<file path="config.mk">
export PLATFORM = sky130hd
export DESIGN_NAME = class_hvec_seq
export DESIGN_NICKNAME = d
export VERILOG_FILES = /design/src/rtl/hdc_cls_pkg.sv /design/src/rtl/class_hvec_gen.sv /design/src/rtl/class_hvec_seq.sv
export SDC_FILE = /design/constraint.sdc
export NUM_CORES = 1
export LEC_CHECK = 0
export CORE_UTILIZATION = 39
export DETAILED_ROUTE_END_ITERATION = 6
export GPL_TIMING_DRIVEN = 0
export PLACE_DENSITY = 0.86
export SLEW_MARGIN = 15
export SYNTH_ARGS = -nofsm -noshare
export SYNTH_HDL_FRONTEND = slang
export SYNTH_SLANG_ARGS = --single-unit
export TNS_END_PERCENT = 30
</file>
<file path="constraint.sdc">
create_clock -name clk -period 3.65 [get_ports clk]
set_input_delay 0.5475 -clock clk [delete_from_list [all_inputs] [get_ports clk]]
set_output_delay 0.5475 -clock clk [all_outputs]
set_load 0.02 [all_outputs]
</file>
<file path="src/rtl/hdc_cls_pkg.sv">
// rtl/hdc_cls_pkg.sv - shared FSM state type, class/frame constants and counter widths
package hdc_cls_pkg;

    typedef enum logic [1:0] {
        IDLE   = 2'd0,
        STREAM = 2'd1,
        DRAIN  = 2'd2
    } seq_state_t;

    localparam int N_CLASSES = 8;
    localparam int N_FRAMES  = 3;
    localparam int CLS_W     = (N_CLASSES > 1) ? $clog2(N_CLASSES) : 1;
    localparam int FRM_W     = (N_FRAMES > 1) ? $clog2(N_FRAMES) : 1;

endpackage

</file>
<file path="src/rtl/class_hvec_gen.sv">
// rtl/class_hvec_gen.sv - combinational class-vector frame generator addressed by (class, frame)
module class_hvec_gen
    import hdc_cls_pkg::*;
#(
    parameter int W = 64
) (
    input  logic [CLS_W-1:0] cls,
    input  logic [FRM_W-1:0] frm,
    output logic [W-1:0]     data
);

    // Byte b of the frame is {class, frame, b}: every byte lane is distinct per beat.
    always_comb begin
        data = '0;
        for (int b = 0; b < W / 8; b++) begin
            data[b*8 +: 8] = 8'({cls, frm, 3'(b)});
        end
    end

endmodule

</file>
<file path="src/rtl/class_hvec_seq.sv">
// rtl/class_hvec_seq.sv - class-vector frame streamer; optional CLASS_HVEC_SEQ_SINGLE_CLASS_EN adds single-class passes
module class_hvec_seq #(
    parameter int DI_PARALLEL_W_BITS = 64,
    parameter int N_CLASSES          = hdc_cls_pkg::N_CLASSES,
    parameter int N_FRAMES           = hdc_cls_pkg::N_FRAMES
) (
    input  logic                          clk,
    input  logic                          rst_n,
    input  logic                          start,
    input  logic                          abort,
    output logic                          busy,
    output logic                          done,
    output logic                          out_valid,
    input  logic                          out_ready,
    output logic [DI_PARALLEL_W_BITS-1:0] out_data,
    output logic [2:0]                    out_class,
    output logic [1:0]                    out_frame,
    output logic                          out_last
`ifdef CLASS_HVEC_SEQ_SINGLE_CLASS_EN
    ,
    input  logic [2:0]                    class_sel,
    input  logic                          single_mode
`endif
);
    import hdc_cls_pkg::*;

    localparam logic [CLS_W-1:0] CLS_MAX = CLS_W'(N_CLASSES - 1);
    localparam logic [FRM_W-1:0] FRM_MAX = FRM_W'(N_FRAMES - 1);

    seq_state_t                    state_q;
    seq_state_t                    state_d;
    logic [CLS_W-1:0]              cls_cnt;
    logic [FRM_W-1:0]              frm_cnt;
    logic                          single_q;
    logic                          cls_ok;
    logic                          start_single;
    logic [CLS_W-1:0]              start_cls;
    logic                          start_ok;
    logic                          load;
    logic                          beat_last;
    logic [DI_PARALLEL_W_BITS-1:0] gen_data;

`ifdef CLASS_HVEC_SEQ_SINGLE_CLASS_EN
    assign cls_ok       = int'(class_sel) < N_CLASSES;
    assign start_single = single_mode;
    assign start_cls    = single_mode ? CLS_W'(class_sel) : '0;
`else
    assign cls_ok       = 1'b1;
    assign start_single = 1'b0;
    assign start_cls    = '0;
`endif

    // done is high only in the cycle after a pass ends; a start there is refused.
    assign start_ok  = start && !abort && !done && cls_ok;
    assign load      = (state_q == STREAM) && (!out_valid || out_ready);
    assign beat_last = (frm_cnt == FRM_MAX) && (single_q || (cls_cnt == CLS_MAX));
    assign busy      = (state_q != IDLE);

    class_hvec_gen #(
        .W(DI_PARALLEL_W_BITS)
    ) u_gen (
        .cls (cls_cnt),
        .frm (frm_cnt),
        .data(gen_data)
    );

    always_ff @(posedge clk or negedge rst_n) begin
        if (!rst_n) begin
            state_q <= IDLE;
        end else begin
            state_q <= state_d;
        end
    end

    always_comb begin
        state_d = state_q;
        case (state_q)
            IDLE: begin
                if (start_ok) state_d = STREAM;
            end
            STREAM: begin
                if (abort) state_d = IDLE;
                else if (load && beat_last) state_d = DRAIN;
            end
            DRAIN: begin
                if (abort) state_d = IDLE;
                else if (out_ready) state_d = IDLE;
            end
            default: state_d = IDLE;
        endcase
    end

    always_ff @(posedge clk or negedge rst_n) begin
        if (!rst_n) begin
            cls_cnt   <= '0;
            frm_cnt   <= '0;
            single_q  <= 1'b0;
            done      <= 1'b0;
            out_valid <= 1'b0;
            out_data  <= '0;
            out_class <= '0;
            out_frame <= '0;
            out_last  <= 1'b0;
        end else begin
            done <= 1'b0;
            if (abort && (state_q != IDLE)) begin
                out_valid <= 1'b0;
            end else begin
                case (state_q)
                    IDLE: begin
                        if (start_ok) begin
                            cls_cnt  <= start_cls;
                            frm_cnt  <= '0;
                            single_q <= start_single;
                        end
                    end
                    STREAM: begin
                        if (load) begin
                            out_valid <= 1'b1;
                            out_data  <= gen_data;
                            out_class <= 3'(cls_cnt);
                            out_frame <= 2'(frm_cnt);
                            out_last  <= beat_last;
                            if (frm_cnt == FRM_MAX) begin
                                frm_cnt <= '0;
                                cls_cnt <= cls_cnt + 1'b1;
                            end else begin
                                frm_cnt <= frm_cnt + 1'b1;
                            end
                        end
                    end
                    DRAIN: begin
                        if (out_ready) begin
                            out_valid <= 1'b0;
                            done      <= 1'b1;
                        end
                    end
                    default: out_valid <= 1'b0;
                endcase
            end
        end
    end

endmodule
</file>
# --- Yosys cells after proc, flatten, opt, wreduce, memory -nomap -nowiden ---
# Index checks and enable logic that the tools add are counted.
classes:
  eq_ne: 12
  bitwise: 1
  n_reduce_logical: 18
  n_addsub: 2
  mux: 21
ops:
  columns: ["operator", "n"]
  rows:
  - ["two-way mux 2 bit", 8]
  - ["two-way mux 3 bit", 3]
  - ["AND reduction 3 bit", 3]
  - ["logical AND 1 bit", 6]
  - ["two-way mux 1 bit", 6]
  - ["inequality test 2 bit (second input constant)", 3]
  - ["inequality test 3 x 2 -> 1 bit (second input constant)", 2]
  - ["inequality test 3 bit (second input constant)", 2]
  - ["one-hot mux 2 bit (3 select lines)", 1]
  - ["one-hot mux 3 bit (2 select lines)", 1]
  - ["AND reduction 5 bit", 1]
  - ["== test 2 bit (second input constant)", 2]
  - ["one-hot mux 2 bit (2 select lines)", 1]
  - ["AND reduction 4 bit", 1]
  - ["nonzero test 2 bit", 2]
  - ["adder 3 x 1 -> 3 bit (second input constant)", 1]
  - ["== test 3 bit (second input constant)", 1]
  - ["logical NOT 1 bit", 3]
  - ["one-hot mux 1 bit (3 select lines)", 1]
  - ["adder 2 x 1 -> 2 bit (second input constant)", 1]
  - ["== test 2 x 1 -> 1 bit (second input constant)", 1]
  - ["logical NOT 2 bit", 1]
  - ["inequality test 2 x 1 -> 1 bit (second input constant)", 1]
  - ["logical OR 1 bit", 1]
  - ["inverter 1 bit", 1]
totals:
  out_inout_bits: 73
  word_cells: 63
  in_bits: 5
  regBits: 67

# --- Longest topological paths before layout ---
# Gate-level depths: netlist of run 1.
logic_depth:
  word_depth: 7
  depth_mapped: 5

# --- Cells and area by module ---
# From an unflattened synthesis of run 1, not the netlist that was laid out.
hier_totals:
  cells_unflattened: 403
  area_unflattened_um2: 3598.5
modules_own_cells:
  columns: ["mod", "cells_per_inst", "seq_area_each_um2", "area_each_um2", "n_inst"]
  rows:
  - ["class_hvec_seq", 337, 1976.9, 3110.5, 1]
  - ["class_hvec_gen", 66, 0.0, 488.0, 1]

# --- Least setup slack after synthesis of run 1 ---
# Ideal clock, no wire load.
synth_path:
  kind: "register -> output"
  startpoint: "register state_q[0]"
  endpoint: "output port busy"
  path_stages_with_launch: 3
  n_path_buf: 1
  path_slack_ns: 2.236
  arrival_time_ns: 0.867
  path_cell_list: "dfrtp_1 -> buf_2 -> or2_2"
synth_via:
  elab_chain_len: 1
synth_rtl:
  columns: ["item", "line", "rtl"]
  rows:
  - ["from (decl)", "class_hvec_seq.sv:30", "seq_state_t state_q;"]
  - ["from (signal assigned)", "class_hvec_seq.sv:71", "state_q <= state_d;"]
  - ["nonzero test 2 bit", "class_hvec_seq.sv:57", "assign busy = (state_q != IDLE);"]
  - ["to (decl)", "class_hvec_seq.sv:11", "output logic busy,"]
# No other way between the ends.

# --- Final worst setup path of run 1 ---
# Ends and elaborated chain as after synthesis.

==> results of run 1 <==
## sequential cells by signal, summed over array words and instances, names as in the netlist
signal and cells:
cls_cnt 3, out_data 3, frm_cnt 2, out_class 2, state_q 2, done 1
out_frame 1, out_last 1, out_valid 1
## worst min path at each step
stage                           from         end  slack, ns  cells after the start
after floorplan                rst_n  cls_cnt[0]       0.25                      0
after global placement      out_last    out_last       0.47                      2
after detailed placement    out_last    out_last       0.48                      2
after CTS                   out_last    out_last       0.50                      2
after global routing      frm_cnt[0]  frm_cnt[0]       0.53                      1
final                       out_last    out_last       0.49                      2
## critical path, delay by kind of cell, from the launching register on
family / cells / cell delay [ns]
buffers and inverters: 2 / 0.71
flip-flops: 1 / 0.38
AND/OR/NAND/NOR: 1 / 0.30
## logic make-up after synthesis
family          count (synthesis)  share of synthesized area, %
simple gates                   23                          11.2
other cells                     1                         0.311
fa+ha+maj                       2                          2.07
compound gates                 10                          5.29
flops                          16                          33.2
buf+inv                        67                          40.6
mux                             8                          7.36
## stage by stage
stage / cells / setup WS, ns
6_report: 238 / 1.44
5_1_grt: 238 / 1.35
4_1_cts: 238 / 1.42
3_5_place_dp: 234 / 1.65
3_3_place_gp: 234 / 1.67
2_1_floorplan: 138 / 2.24
## Yosys cell counts
| cell | instances |
|---|---|
| sky130_fd_sc_hd__mux2i_1 | 1 |
| sky130_fd_sc_hd__o21ai_1 | 1 |
| sky130_fd_sc_hd__a21o_1 | 1 |
| sky130_fd_sc_hd__nand2_1 | 6 |
| sky130_fd_sc_hd__nor2_1 | 4 |
| sky130_fd_sc_hd__inv_1 | 3 |
| sky130_fd_sc_hd__nand3b_1 | 1 |
| sky130_fd_sc_hd__nor2_2 | 1 |
| sky130_fd_sc_hd__o21ai_0 | 4 |
| sky130_fd_sc_hd__nor3b_1 | 1 |
| sky130_fd_sc_hd__nor3_1 | 1 |
| sky130_fd_sc_hd__buf_4 | 63 |
| sky130_fd_sc_hd__o211ai_1 | 1 |
| sky130_fd_sc_hd__o31ai_1 | 2 |
| sky130_fd_sc_hd__nand3_2 | 2 |
| sky130_fd_sc_hd__o22a_1 | 1 |
| sky130_fd_sc_hd__or2_2 | 1 |
| sky130_fd_sc_hd__mux2_2 | 4 |
| sky130_fd_sc_hd__dfrtp_1 | 16 |
| sky130_fd_sc_hd__mux2_1 | 3 |
| sky130_fd_sc_hd__nand4_1 | 1 |
| sky130_fd_sc_hd__conb_1 | 1 |
| sky130_fd_sc_hd__nand2b_4 | 1 |
| sky130_fd_sc_hd__ha_1 | 2 |
| sky130_fd_sc_hd__nor2b_1 | 1 |
| sky130_fd_sc_hd__buf_2 | 1 |
| sky130_fd_sc_hd__nand2b_1 | 3 |
## placed cells by master (no fill, tap or decap), types with 2 or more instances in the layout
cell type / n
sky130_fd_sc_hd__nand2b_1: 3
sky130_fd_sc_hd__nor2_1: 4
sky130_fd_sc_hd__inv_1: 3
sky130_fd_sc_hd__mux2_1: 3
sky130_fd_sc_hd__nand2_1: 6
sky130_fd_sc_hd__nand3_2: 2
sky130_fd_sc_hd__o31ai_1: 2
sky130_fd_sc_hd__conb_1: 12
sky130_fd_sc_hd__o21ai_0: 4
sky130_fd_sc_hd__ha_1: 2
sky130_fd_sc_hd__mux2_2: 4
sky130_fd_sc_hd__clkdlybuf4s50_1: 65
sky130_fd_sc_hd__clkbuf_4: 3
sky130_fd_sc_hd__dfrtp_1: 16
sky130_fd_sc_hd__buf_4: 63
## final cells by class
| class | count | area, sq um | share of cell area [%] |
|---|---|---|---|
| Buffer | 64 | 478 | 24.2 |
| Clock buffer | 4 | 36.3 | 1.84 |
| Inverter | 3 | 11.3 | 0.571 |
| Multi-Input combinational cell | 55 | 358 | 18.1 |
| Sequential cell | 16 | 400 | 20.3 |
| Tap cell | 31 | 38.8 | 1.97 |
| Timing Repair Buffer | 65 | 651 | 33.0 |
## per-layer routing
layer  share of wire, %  track usage, %
met5                  0               0
met4                  0            2.09
met3                8.7            4.46
met2                 53            24.6
met1                 39            16.0
## report_power, final
part / switching [W] / leakage (nW) / internal (W)
clock network: 0.0000514 / 0.0210 / 0.0000607
registers: 0.0000437 / 0.210 / 0.000202
logic: 0.000262 / 0.743 / 0.000351
==> results list, run 1 <==
- Synthesis warning total: 0
- STA classifies the critical path endpoint as an output port.
- The clock passes through at most 2 buffers.
- Routability Congestion: 0.717
- Number of global-route vias before repair: 778
- For the worst-skew pair, the clock arrives at the later sink with an insertion delay of 0.28 ns.
- After synthesis, the cell types taking the most area are sky130_fd_sc_hd__buf_4, sky130_fd_sc_hd__dfrtp_1, sky130_fd_sc_hd__mux2_2, sky130_fd_sc_hd__mux2_1, sky130_fd_sc_hd__ha_1.
* Pleak: 0.973 nW
* Total vias in the final route: 954
* Post-synth top area cell: sky130_fd_sc_hd__buf_4
- Power per cell area: 492 mW/mm^2
- The number of antenna violations at the first check in global routing was 0.
- Number of buffers created by CTS: 3
* Number of flip-flops and latches in the synthesized netlist: 16
- Die boundary width: 57.6 microns
- Cells after synthesis: 127
- Setup Crit Path Kind: reg -> out
- Peak supply drop: 0.267 mV
* GR Overflow Total: 0
* Worst Setup Start Kind: flip-flop
* Chip height: 57.6 microns
* Pre-antenna DRT Iters: 7
- R2r startpoint: state_q[1]
- Count of hold-fix buffers inserted at cts: 0
- Growth of design area from synthesis to finish: 63.6%
- Final hold analysis gives a worst-case slack of 0.492 ns.
* Clk pin slew, worst setup/hold paths: 0.09 ns
- Measured on the finished design, the core utilization comes to 69.2%.
* DRC viols: 10
- The number of setup buffers added after CTS is 0.
* Design Power: 0.000970 W
- With fillers left out, the area of the finished cells amounts to 0.00197 sq mm.
- FF-to-FF path depth: 4
* Number of top-level design ports: 78
* Number of levels in the clock H-tree: 1
* Area share of the leading cell type in the synthesized netlist: 39.2%
- The detail route stage leaves a number of antenna-violating nets equal to 0.
- The critical path ends at busy.
- N_diodes: 0
- Subtracting the final worst setup slack from the clock period gives 2.21 ns.
- Using the TritonRoute via totals, the vias-per-cell ratio works out to 4.01.
* Max-cap violation count: 0
- Timing would allow up to 452 MHz.
* Number of I/O port buffers: 65
- Kind of path behind the tightest hold check: reg -> reg
- Highest-delay cell along the critical path: sky130_fd_sc_hd__clkdlybuf4s50_1
- Initial standard-cell utilization of the core: 42.3%
- Number of different library cells in the post-synthesis netlist: 27
* Placeable core region: 0.00285 sq mm
- Worst reg2reg path endpoint: cls_cnt[2]
- The flow ran to the end, but the final reports show violations.
- Sequential elements use 33.2% of the synthesized area.
* Synthesized area divided by synthesized cell count: 9.50 sq um
- Sequence of cells on the critical path: buf_2, or2_2, clkdlybuf4s50_1
* Count of final hold-check violations: 0
- At the pin with the least slew margin, the transition time is 0.689 ns.
- For the worst setup path, the data required time is 3.10 ns.
- TritonCTS built the clock tree.
- Setup slack on the worst reg-to-reg path comes out at 2.28 ns.
- After synthesis the cells add up to 0.00121 sq mm.
- Gates resized during post-CTS repair numbered 0.
- Total wirelength of the detailed-routed design: 2170 microns
- Number of design-rule violations left by the first detailed-router iteration: 40
* Timing startpoint of the critical path: state_q[0]
- Entering global routing, the biggest net connects 17 pins.
- Fillers: 221
- At the end of the flow, the number of nets in the layout was 215.
- Detailed placement finished with a half-perimeter wire length of 1820 microns.
- Max Slew Vio Count: 0
- Global routing used 13.6% of the available tracks.
- STA puts the critical path data arrival time at 1.67 ns.
- The floorplan has 19 rows.
- Final Skew: 0.00569 ns
- The tree built by TritonCTS fans out to 16 sinks.
- Setup total negative slack on the finished layout was measured at 0 ns.
* Wire length of the first global-routing pass: 3520 microns
* Fraction of final layout cells sized beyond drive strength 1: 37.2%
- Headroom to the max-slew limit came out at 53.9%.
- Root Buffer Master: sky130_fd_sc_hd__clkbuf_4
* Portion of the clock cycle consumed by the worst path in the final layout: 60.7%
* Maximum fanout along the worst path: 10
- Setup violations remaining at the end of the flow were counted as 0.
- The die covers 0.00332 sq mm.
- The checks that failed: DRC.
- Area of placed instances: 0.00194 sq mm
- Dividing the detail-routed wire length by the instance count gives 9.10 microns.
* Delay of the slowest critical-path stage: 0.53 ns
- Setup repair after global routing left no endpoint under its margin.
(Power assumes the default switching activity.)
==> inputs of run 2 (changes only) <==
- CORE_UTILIZATION: 39 -> 33
- PLACE_DENSITY: 0.86 -> 0.77
- clock period: 3.65 -> 1.9 ns (I/O delays scaled with it)
==> run 2 against run 1 <==
  * The run now ends clean
  * Register-to-register slack got worse by 1.7 ns
  * Flip-flop and latch count unchanged
  * Power increased by 92%
  * Cell count rose by 6.3%
  * Clock skew down 0.0048 ns
  * Worst setup slack lost 1.3 ns
  * Sequential power up 95%
  * Clock power grew 96%
  * Via count increased by 0.73%
  * Cell area up 1.3%
  * Die area rose by 18%
  * Clock-buffer cell count unchanged
  * Largest power group unchanged
  * Highest routed layer is now met4
==> results list, run 2 (synthesis gave the netlist of run 1 again) <==
- Largest net degree at the start of global routing: 17 (unchanged)
* Quantity of gates resized following cts: 2 (+2)
- The met2 routing resource usage after global routing came to 21.3% (-3.3 points).
- Setup Crit Path Kind: reg -> out
- Area of the multi-input gates: 358 sq um (unchanged)
- The first-pass GRT wire length came to 3700 microns (+5.1%).
- Number of buffers inserted by post-CTS setup repair: 0 (unchanged)
- The number of global-route vias before repair came to 836 (+7.5%).
- The fraction of layout instances using a drive strength above 1 came to 40.1% (+2.9 points).
* Largest registers: cls_cnt: 3 flops, out_data: 3 flops
* Number of design-rule violations left by the first detailed-router iteration: 26 (-35%)
- Clk pin slew, worst setup/hold paths: 0.09 ns (about the same)
* Worst setup timing slack at the placement stage: 0.136 ns (-1.52 ns)
- Buffers and inverters on the worst path: 2 (unchanged)
- Max Slew Vio Count: 0 (unchanged)
- Delay of the slowest critical-path stage: 0.61 ns (+0.08 ns)
* Total of endpoints with negative setup slack in the final report: 0 (unchanged)
- The die span in y is 62.5 microns (+8.4%).
- The power density over the cells is 935 mW/mm^2 (+90%).
* GR Overflow Total: 0 (unchanged)
- Post-route worst setup slack: 0.0908 ns (-1.35 ns)
* GRT Overall Usage: 11.7% (-1.9 points)
* Most frequent cells in the layout: sky130_fd_sc_hd__clkdlybuf4s50_1, sky130_fd_sc_hd__buf_4, sky130_fd_sc_hd__conb_1
- The number of port buffers is 65 (unchanged).
- The count of unresolved DRC violations after routing is 0 (-10).
- The flip-flop and latch area came to 408 sq um (+1.9%).
* Initial standard-cell utilization of the core: 35.3% (-7.0 points)
- Routability Congestion: 0.816 (+14%)
- The global routing stage identified its most utilized layer as met2.
* Most common cell after layout, fill and taps aside: sky130_fd_sc_hd__clkdlybuf4s50_1
* Met1 demand-to-capacity share in global routing: 12.5% (-3.5 points)
* Row cnt: 21 (+2)
- Final period demand of the worst path: 1.81 ns
- Dominant delay contributor by cell family on the critical path: buffers and inverters
* CTS tree: built
* Die boundary width: 62.5 microns (+8.4%)
- The per-cell routed wire length came to 8.58 microns (-5.6%).
- The number of buffers inserted for hold repair after clock tree synthesis is 0 (unchanged).
- The number of maximum-capacitance constraint violations came to 0 (unchanged).
- Worst EP required: 1.62 ns (-1.48 ns)
- Number of buffers created by CTS: 3 (unchanged)
- The count of clock tree sinks came to 16 (unchanged).
- The filler cell count in the final layout came to 302 (+37%).
* Pleak: 0.968 nW (-0.54%)
- The total number of vias was 961 (+0.73%).
- The floorplan core area is 0.00342 sq mm (+20%).
- Of the available clock period, the critical path in the final layout requires 95.2%.
- The total number of nets in the final design was 215 (unchanged).
- The met3 track utilization from global routing is 3.28% (-1.2 points).
- Pre-antenna DRT Iters: 4 (-3)
* Number of top-level design ports: 78 (unchanged)
* Tightest slew margin relative to the limit: 54.0% (+0.11 points)
* Total negative setup slack: 0 ns (unchanged)
- The largest buffer count on any clock path came to 2 (unchanged).
* Worst Setup Start Kind: flip-flop
- Post-Place Cells: 249 (+6.4%)
- Number of levels in the clock H-tree: 1 (unchanged)
- The post-detailed-route via-to-cell ratio came to 3.80 (-5.2%).
* Highest-delay cell along the critical path: sky130_fd_sc_hd__clkdlybuf4s50_1
* Sequence of cells on the critical path: buf_4, clkdlybuf4s50_1
* Post-DRT Antenna Nets: 0 (unchanged)
- Peak supply drop: 0.300 mV (+12%)
- The min-delay analysis places its worst path in the category in -> async.
* Insertion delay to the later sink of the worst-skew pair: 0.28 ns (about the same)
* Root Buffer Master: sky130_fd_sc_hd__clkbuf_4
* Actual slew at the worst max-slew pin: 0.688 ns (-0.00161 ns)
* Setup repair after global routing missed its margin: no
- Initial antenna violation count: 0 (unchanged)
- N_diodes: 0 (unchanged)
- The endpoint arrival time on the critical path is 1.52 ns (-0.15 ns).
* Final HPWL DP: 1800 microns (-1.2%)
* Finished Layout Cells: 253 (+6.3%)
- Static timing analysis puts the maximum clock frequency at 553 MHz.
- STA classifies the critical path endpoint as an output port.
* Growth of design area from synthesis to finish: 65.7%
* Total wirelength of the detailed-routed design: 2170 microns (+0.32%)
* Maximum fanout along the worst path: 13 (+3)
- The run finished with clean final reports.
- The die area came to 0.00390 sq mm (+18%).
* Count of final hold-check violations: 0 (unchanged)
* Final Skew: 0.000920 ns (-0.00477 ns)
==> run 2: changes by cell type in the layout (fill, tap and decap cells not counted), sizes merged <==
cell           delta
dlygate4sd2       +1
clkdlybuf4s50     -1
==> run 2: path summary, 6_finish.rpt <==
path | slack, ns | endpoint | depth (start not counted) | start
max | 0.09 | out_data[40] | 2 | out_data[58]
min | 0.41 | state_q[0] | 1 | rst_n
max reg2reg | 0.53 | cls_cnt[2] | 5 | cls_cnt[0]
min reg2reg | 0.49 | out_last | 2 | out_last
max in group asynchronous | 1.01 | out_class[0] | 1 | rst_n
min in group clk | 0.49 | out_last | 2 | out_last
==> run 2: cell type report <==
cell class / instances / area share [%]
repair buffers: 65 / 32.5
inverters: 3 / 0.564
multi-input cells: 55 / 17.9
well taps: 46 / 2.88
plain buffers: 64 / 23.9
clock buffers: 4 / 1.82
flip-flops and latches: 16 / 20.4
==> run 2: metrics by stage <==
step                      util [%]  total power [W]  hold slack, ns  cell area (sq um)
after CTS                     58.3          0.00188           0.440               1990
after global placement        57.3          0.00164           0.465               1960
after floorplan                  -          0.00117         -0.0106               1250
after global routing          58.5          0.00198           0.469               2000
after detailed placement      57.3          0.00166           0.480               1960
final                         58.5          0.00187           0.410               2000
==> run 2: power breakdown <==
| part | internal (W) | leakage (nW) | switching, W | total [W] |
|---|---|---|---|---|
| registers | 0.000393 | 0.202 | 0.0000838 | 0.000477 |
| logic | 0.000673 | 0.745 | 0.000498 | 0.00117 |
| clock network | 0.000117 | 0.0210 | 0.000103 | 0.000220 |
| total | 0.00118 | 0.968 | 0.000685 | 0.00187 |
==> run 2: worst register-to-register path, stage by stage, from the launching register on <==
cell,delay (ns)
sky130_fd_sc_hd__dfrtp_1,0.42
sky130_fd_sc_hd__ha_1,0.21
sky130_fd_sc_hd__ha_1,0.27
sky130_fd_sc_hd__inv_1,0.06
sky130_fd_sc_hd__nor2_1,0.04
sky130_fd_sc_hd__mux2_1,0.27
==> run 2: routing by layer <==
metal  vias up  wire length [microns]
li1        494                      -
met1       422                    864
met2        41                   1080
met3         4                    185
met4         0                     38
met5         -                      0
